===== src/rtl/bus_arbiter.sv =====
// Shares one RAM port between the icache and dcache of CPUS cores: data before instruction,
// round-robin within each class, and a short hold after a dcache word so 2-word blocks stay together.
module bus_arbiter #(
  parameter int CPUS        = 2,
  parameter int LOCK_WINDOW = 2
) (
  input  logic                 CLK,
  input  logic                 nRST,
  input  logic [CPUS-1:0]      iREN,
  input  logic [CPUS*32-1:0]   iaddr,
  output logic [CPUS-1:0]      iwait,
  output logic [CPUS*32-1:0]   iload,
  input  logic [CPUS-1:0]      dREN,
  input  logic [CPUS-1:0]      dWEN,
  input  logic [CPUS*32-1:0]   daddr,
  input  logic [CPUS*32-1:0]   dstore,
  output logic [CPUS-1:0]      dwait,
  output logic [CPUS*32-1:0]   dload,
  output logic                 ramREN,
  output logic                 ramWEN,
  output logic [31:0]          ramaddr,
  output logic [31:0]          ramstore,
  input  logic [31:0]          ramload,
  input  logic [1:0]           ramstate,
  output logic                 ram_err,
  output logic [1:0]           dbg_state
);
  localparam int CW  = (CPUS > 1) ? $clog2(CPUS) : 1;
  localparam int LCW = $clog2(LOCK_WINDOW + 1);
  localparam logic [1:0] RAM_ACCESS = 2'd2;
  localparam logic [1:0] RAM_ERROR  = 2'd3;

  typedef enum logic [1:0] {IDLE = 2'd0, GRANT = 2'd1, LOCK = 2'd2} state_t;

  // Handshake: a requester holds REN/WEN (and address/data) until its wait goes low;
  // wait low marks the single completing cycle of that word.
  state_t         state_q, state_d;
  logic           gnt_cls_q, gnt_cls_d;
  logic [CW-1:0]  gnt_core_q, gnt_core_d;
  logic [CW-1:0]  d_rr_q, d_rr_d, i_rr_q, i_rr_d;
  logic [LCW-1:0] lock_cnt_q, lock_cnt_d;
  logic           second_q, second_d;
  logic           ram_err_q, ram_err_d;

  logic [CPUS-1:0] d_req;
  logic [CW:0]     d_pick, i_pick;
  logic            gnt_dreq, gnt_dwen, gnt_iren, gnt_req;
  logic [31:0]     gnt_iaddr, gnt_daddr, gnt_dstore;

  // Returns {found, index} of the first set request at or after rr, wrapping mod CPUS.
  function automatic logic [CW:0] rr_pick(input logic [CPUS-1:0] req, input logic [CW-1:0] rr);
    logic [CW:0] res;
    int idx;
    res = '0;
    for (int k = CPUS - 1; k >= 0; k--) begin
      idx = (int'(rr) + k) % CPUS;
      if (req[idx]) res = {1'b1, CW'(idx)};
    end
    return res;
  endfunction

  function automatic logic [CW-1:0] rr_next(input logic [CW-1:0] p);
    return (int'(p) == CPUS - 1) ? '0 : p + 1'b1;
  endfunction

  assign d_req     = dREN | dWEN;
  assign ram_err   = ram_err_q;
  assign dbg_state = state_q;

  always_comb begin
    gnt_dreq   = 1'b0;
    gnt_dwen   = 1'b0;
    gnt_iren   = 1'b0;
    gnt_iaddr  = '0;
    gnt_daddr  = '0;
    gnt_dstore = '0;
    for (int c = 0; c < CPUS; c++) begin
      if (gnt_core_q == CW'(c)) begin
        gnt_dreq   = d_req[c];
        gnt_dwen   = dWEN[c];
        gnt_iren   = iREN[c];
        gnt_iaddr  = iaddr[c*32 +: 32];
        gnt_daddr  = daddr[c*32 +: 32];
        gnt_dstore = dstore[c*32 +: 32];
      end
    end
    gnt_req = gnt_cls_q ? gnt_dreq : gnt_iren;
  end

  always_comb begin
    state_d    = state_q;
    gnt_cls_d  = gnt_cls_q;
    gnt_core_d = gnt_core_q;
    d_rr_d     = d_rr_q;
    i_rr_d     = i_rr_q;
    lock_cnt_d = lock_cnt_q;
    second_d   = second_q;
    ram_err_d  = ram_err_q;
    ramREN     = 1'b0;
    ramWEN     = 1'b0;
    ramaddr    = '0;
    ramstore   = '0;
    iwait      = '1;
    dwait      = '1;
    iload      = '0;
    dload      = '0;
    d_pick     = rr_pick(d_req, d_rr_q);
    i_pick     = rr_pick(iREN, i_rr_q);

    case (state_q)
      IDLE: begin
        if (d_pick[CW]) begin
          gnt_cls_d  = 1'b1;
          gnt_core_d = d_pick[CW-1:0];
          d_rr_d     = rr_next(d_pick[CW-1:0]);
          state_d    = GRANT;
        end else if (i_pick[CW]) begin
          gnt_cls_d  = 1'b0;
          gnt_core_d = i_pick[CW-1:0];
          i_rr_d     = rr_next(i_pick[CW-1:0]);
          state_d    = GRANT;
        end
      end

      GRANT: begin
        for (int c = 0; c < CPUS; c++) begin
          if (gnt_core_q == CW'(c)) begin
            if (gnt_cls_q) dload[c*32 +: 32] = ramload;
            else           iload[c*32 +: 32] = ramload;
          end
        end
        if (ramstate == RAM_ERROR) ram_err_d = 1'b1;
        if (!gnt_req) begin
          state_d  = IDLE;
          second_d = 1'b0;
        end else begin
          if (gnt_cls_q) begin
            ramWEN   = gnt_dwen;
            ramREN   = !gnt_dwen;
            ramaddr  = gnt_daddr;
            ramstore = gnt_dstore;
          end else begin
            ramREN  = 1'b1;
            ramaddr = gnt_iaddr;
          end
          if (ramstate == RAM_ACCESS) begin
            if (gnt_cls_q) dwait[gnt_core_q] = 1'b0;
            else           iwait[gnt_core_q] = 1'b0;
            // First dcache word opens the hold window for the block's second word.
            if (gnt_cls_q && !second_q) begin
              state_d    = LOCK;
              lock_cnt_d = LCW'(LOCK_WINDOW);
              second_d   = 1'b1;
            end else begin
              state_d  = IDLE;
              second_d = 1'b0;
            end
          end
        end
      end

      LOCK: begin
        if (gnt_dreq) begin
          state_d = GRANT;
        end else if (lock_cnt_q <= LCW'(1)) begin
          state_d  = IDLE;
          second_d = 1'b0;
        end else begin
          lock_cnt_d = lock_cnt_q - 1'b1;
        end
      end

      default: state_d = IDLE;
    endcase
  end

  always_ff @(posedge CLK or negedge nRST) begin
    if (!nRST) begin
      state_q    <= IDLE;
      gnt_cls_q  <= 1'b0;
      gnt_core_q <= '0;
      d_rr_q     <= '0;
      i_rr_q     <= '0;
      lock_cnt_q <= '0;
      second_q   <= 1'b0;
      ram_err_q  <= 1'b0;
    end else begin
      state_q    <= state_d;
      gnt_cls_q  <= gnt_cls_d;
      gnt_core_q <= gnt_core_d;
      d_rr_q     <= d_rr_d;
      i_rr_q     <= i_rr_d;
      lock_cnt_q <= lock_cnt_d;
      second_q   <= second_d;
      ram_err_q  <= ram_err_d;
    end
  end
endmodule


===== config.mk =====
export PLATFORM = sky130hd
export DESIGN_NAME = bus_arbiter
export DESIGN_NICKNAME = d
export VERILOG_FILES = /design/src/rtl/bus_arbiter.sv
export SDC_FILE = /design/constraint.sdc
export NUM_CORES = 1
export LEC_CHECK = 0
export CAP_MARGIN = 5
export CELL_PAD_IN_SITES_DETAIL_PLACEMENT = 0
export CELL_PAD_IN_SITES_GLOBAL_PLACEMENT = 2
export CORE_ASPECT_RATIO = 0.8
export CORE_UTILIZATION = 11
export DETAILED_ROUTE_END_ITERATION = 8
export HOLD_SLACK_MARGIN = 0.03
export PLACE_DENSITY_LB_ADDON = 0.1
export SLEW_MARGIN = 20
export SYNTH_ARGS = -nofsm -noshare
export SYNTH_HDL_FRONTEND = slang
export SYNTH_SLANG_ARGS = --single-unit
export TNS_END_PERCENT = 10

===== constraint.sdc =====
create_clock -name CLK -period 3.2 [get_ports CLK]
set_input_delay 0.32 -clock CLK [delete_from_list [all_inputs] [get_ports CLK]]
set_output_delay 0.32 -clock CLK [all_outputs]
set_load 0.005 [all_outputs]

==> flow_metrics.env <==
export IMPL_detail_route_antenna_nets=0
export IMPL_numCtsBuffers=3
export IMPL_clkTransAtPathRegs_ns=0.05
export IMPL_die_w_um=186
export IMPL_gp_congestion=0.765
export IMPL_synth_seq_cells=10
export IMPL_worst_slew_pin_slew_ns=0.764
export IMPL_drv_cap=0
export IMPL_post_place_ws_ns=0.168
export IMPL_grt_pass1_vias=4477
export IMPL_synth_top_area_share_pct=27.4
export IMPL_synthSimpleGateAreaFrac_pct=44.4
export IMPL_synthCells=362
export IMPL_cts_buffer_depth=2
export IMPL_root_buffer="clkbuf_16"
export IMPL_yosys_area_share_adder_pct=0.422
export IMPL_vias=4312
export IMPL_skew_ns=0.00522
export IMPL_drt_met1_wl_um=7280
export IMPL_final_common_cell="clkdlybuf4s50_1"
export IMPL_wl_met2_um=11600
export IMPL_report_final_slew_viol_count=0
export IMPL_muxShareOfSynthArea_pct=36.1
export IMPL_hold_viol=0
export IMPL_period_minus_slack_ns=3.03
export IMPL_clkSinkCount=10
export IMPL_htree_levels=1
export IMPL_fmax_mhz=330
export IMPL_startpoint_type="input port"
export IMPL_end_kind="primary output"
export IMPL_synthesis_area_um2=2970
export IMPL_hold_buffers=0
export IMPL_post_route_period_util_pct=94.7
export IMPL_drive_above_1_share_pct=7.80
export IMPL_routed_via_density=3.79
export IMPL_r2r_setup_slack_ns=1.11
export IMPL_post_cts_resized=0
export IMPL_routedWlPerCell_um=18.3
export IMPL_die_y_um=149
export IMPL_max_slew_margin_pct=48.6
export IMPL_grt_max_degree=42
export IMPL_final_cell_mix="434 x clkdlybuf4s50_1, 130 x and2_1, 37 x nor2_1"
export IMPL_setup_viol=0
export IMPL_area_growth_pct=164
export IMPL_max_vdd_ir_drop_uv=301
export IMPL_synthDistinctLibCells=36
export IMPL_drc=0
export IMPL_setup_tns_ns=0
export IMPL_hpwl_um=17700
export IMPL_tritoncts="yes"
export IMPL_arrival_ns=2.71
export IMPL_port_buffers=434
export IMPL_crit_type="input port to primary output"
export IMPL_initialDrtViolationCount=80
export IMPL_wl_met3_um=1850
export IMPL_stdcell_area_um2=7840
export IMPL_cp_required_ns=2.88
export IMPL_grt_pass1_wl_um=28600
export IMPL_cts_post_setup_buffers_inserted=0
export IMPL_ioPinCount=435
export IMPL_synth_top_family_by_area="simple AND/OR/NAND/NOR gates"
export IMPL_avgSynthCellArea_um2=8.20
export IMPL_place_area_um2=7750
export IMPL_synthesis_yosys_warnings=0
export IMPL_globalRouteTotalUtil_pct=13.9
export IMPL_seq_area_frac_synth_pct=8.44
export IMPL_antennaDiodeCount=0
export IMPL_synth_compound_area_share_pct=5.57
export IMPL_highest_layer="met5"
export IMPL_std_cell_rows=53
export IMPL_p_leak_nw=2.88
export IMPL_clock_latency_ns=0.24
export IMPL_critPathMaxFanout=28
export IMPL_hp_class="input port to async pin"
export IMPL_first_pass_iters=4
export IMPL_synth_xor_area_share_pct=0
export IMPL_rsz0062_at_grt="false"
export IMPL_start_util_pct=11.2
export IMPL_dieArea_um2=27600
export IMPL_synth_top_cell_by_area="and2_1"
export IMPL_final_nets=1018
export IMPL_ys_top_cells_by_area="and2_1 27%, mux4_2 24%, mux2i_1 11%"
export IMPL_layout_setup_ws_ns=0.169
export IMPL_powerDensity_nw_per_um2=579
export IMPL_grt_overflow_total=0
export IMPL_status="completed"
export IMPL_antenna_found_initial=1
export IMPL_routed_wl_um=20900
export IMPL_synth_nets=597
export IMPL_coreArea_um2=26400
-- cells in the mapped netlist (all sizes together) --
cell type    n
nor2        37
a21oi        5
mux2i       34
o32ai        2
nor3         2
o22a         1
dfrtp       10
buf         12
nor4         1
a211oi       2
a21boi       2
o21ai        7
or2          2
nand2b       4
a21o         1
nand2        5
or3          4
nand4        1
o31a         1
a31o         1
and2       130
ha           1
mux4        32
or4          2
and3         2
nand3        1
inv          2
o32a         1
nor2b       34
or3b         1
a2bb2o       1
mux2         1
clkbuf      20
-- report_power, final --
| part | leakage [nW] | internal (W) | switching, W |
|---|---|---|---|
| clock network | 0.0442 | 0.000189 | 0.0000662 |
| registers | 0.116 | 0.000178 | 0.0000479 |
| logic | 2.72 | 0.00243 | 0.00163 |
-- area by class of cell --
type | instances | area, um2
fillers | 2872 | 18600
repair buffers | 448 | 4460
multi-input cells | 318 | 2580
well taps | 357 | 447
flip-flops and latches | 10 | 255
clock buffers | 4 | 88.8
inverters | 2 | 7.51
-- sequential cells by signal, summed over array words and instances (netlist names) --
signal and flops:
second_q 1, gnt_cls_q 1, i_rr_q 1, d_rr_q 1, gnt_core_q 1, ram_err 1, dbg_state 2, lock_cnt_q 2
-- per-layer routing --
| metal | track usage [%] | vias to the layer above |
|---|---|---|
| met1 | 14.1 | 2004 |
| li1 | - | 2088 |
| met4 | 1.23 | 2 |
| met2 | 28.9 | 212 |
| met3 | 3.59 | 6 |
| met5 | 0 | - |
-- worst paths after layout --
| kind | cells after the start | end | start |
|---|---|---|---|
| max | 7 | iwait[0] | dWEN[1] |
| min | 1 | dbg_state[1]$_DFFE_PN0P_ | nRST |
| max reg2reg | 5 | lock_cnt_q[1]$_DFFE_PN0P_ | dbg_state[0]$_DFFE_PN0P_ |
| min reg2reg | 1 | second_q$_DFFE_PN0P_ | second_q$_DFFE_PN0P_ |
| max in group asynchronous | 1 | gnt_core_q$_DFFE_PN0P_ | nRST |
| min in group CLK | 1 | second_q$_DFFE_PN0P_ | second_q$_DFFE_PN0P_ |
-- stage by stage --
| stage | power [W] | utilization (%) | hold WS (ns) | cells |
|---|---|---|---|---|
| after floorplan | 0.00205 | - | 0.0244 | 362 |
| after global placement | 0.00440 | 29.4 | 0.460 | 1135 |
| after detailed placement | 0.00438 | 29.4 | 0.458 | 1135 |
| after CTS | 0.00466 | 29.7 | 0.444 | 1139 |
| after global routing | 0.00489 | 29.7 | 0.461 | 1139 |
| final | 0.00454 | 29.7 | 0.424 | 1139 |
-- critical path: stages --
cell	delay (ns)
clkdlybuf4s50_1	0.54
or3b_2	0.22
a21boi_2	0.09
or3_1	0.44
buf_12	0.20
or4_1	0.42
clkdlybuf4s50_1	0.47
-- kinds of logic (layout without fill, tap and decap cells) --
| family | count (synthesis) | after routing |
|---|---|---|
| buf+inv | 34 | 454 |
| compound gates | 24 | 24 |
| simple gates | 226 | 226 |
| flops | 10 | 10 |
| fa+ha+maj | 1 | 1 |
| mux | 67 | 67 |
(Power assumes the default switching activity.)
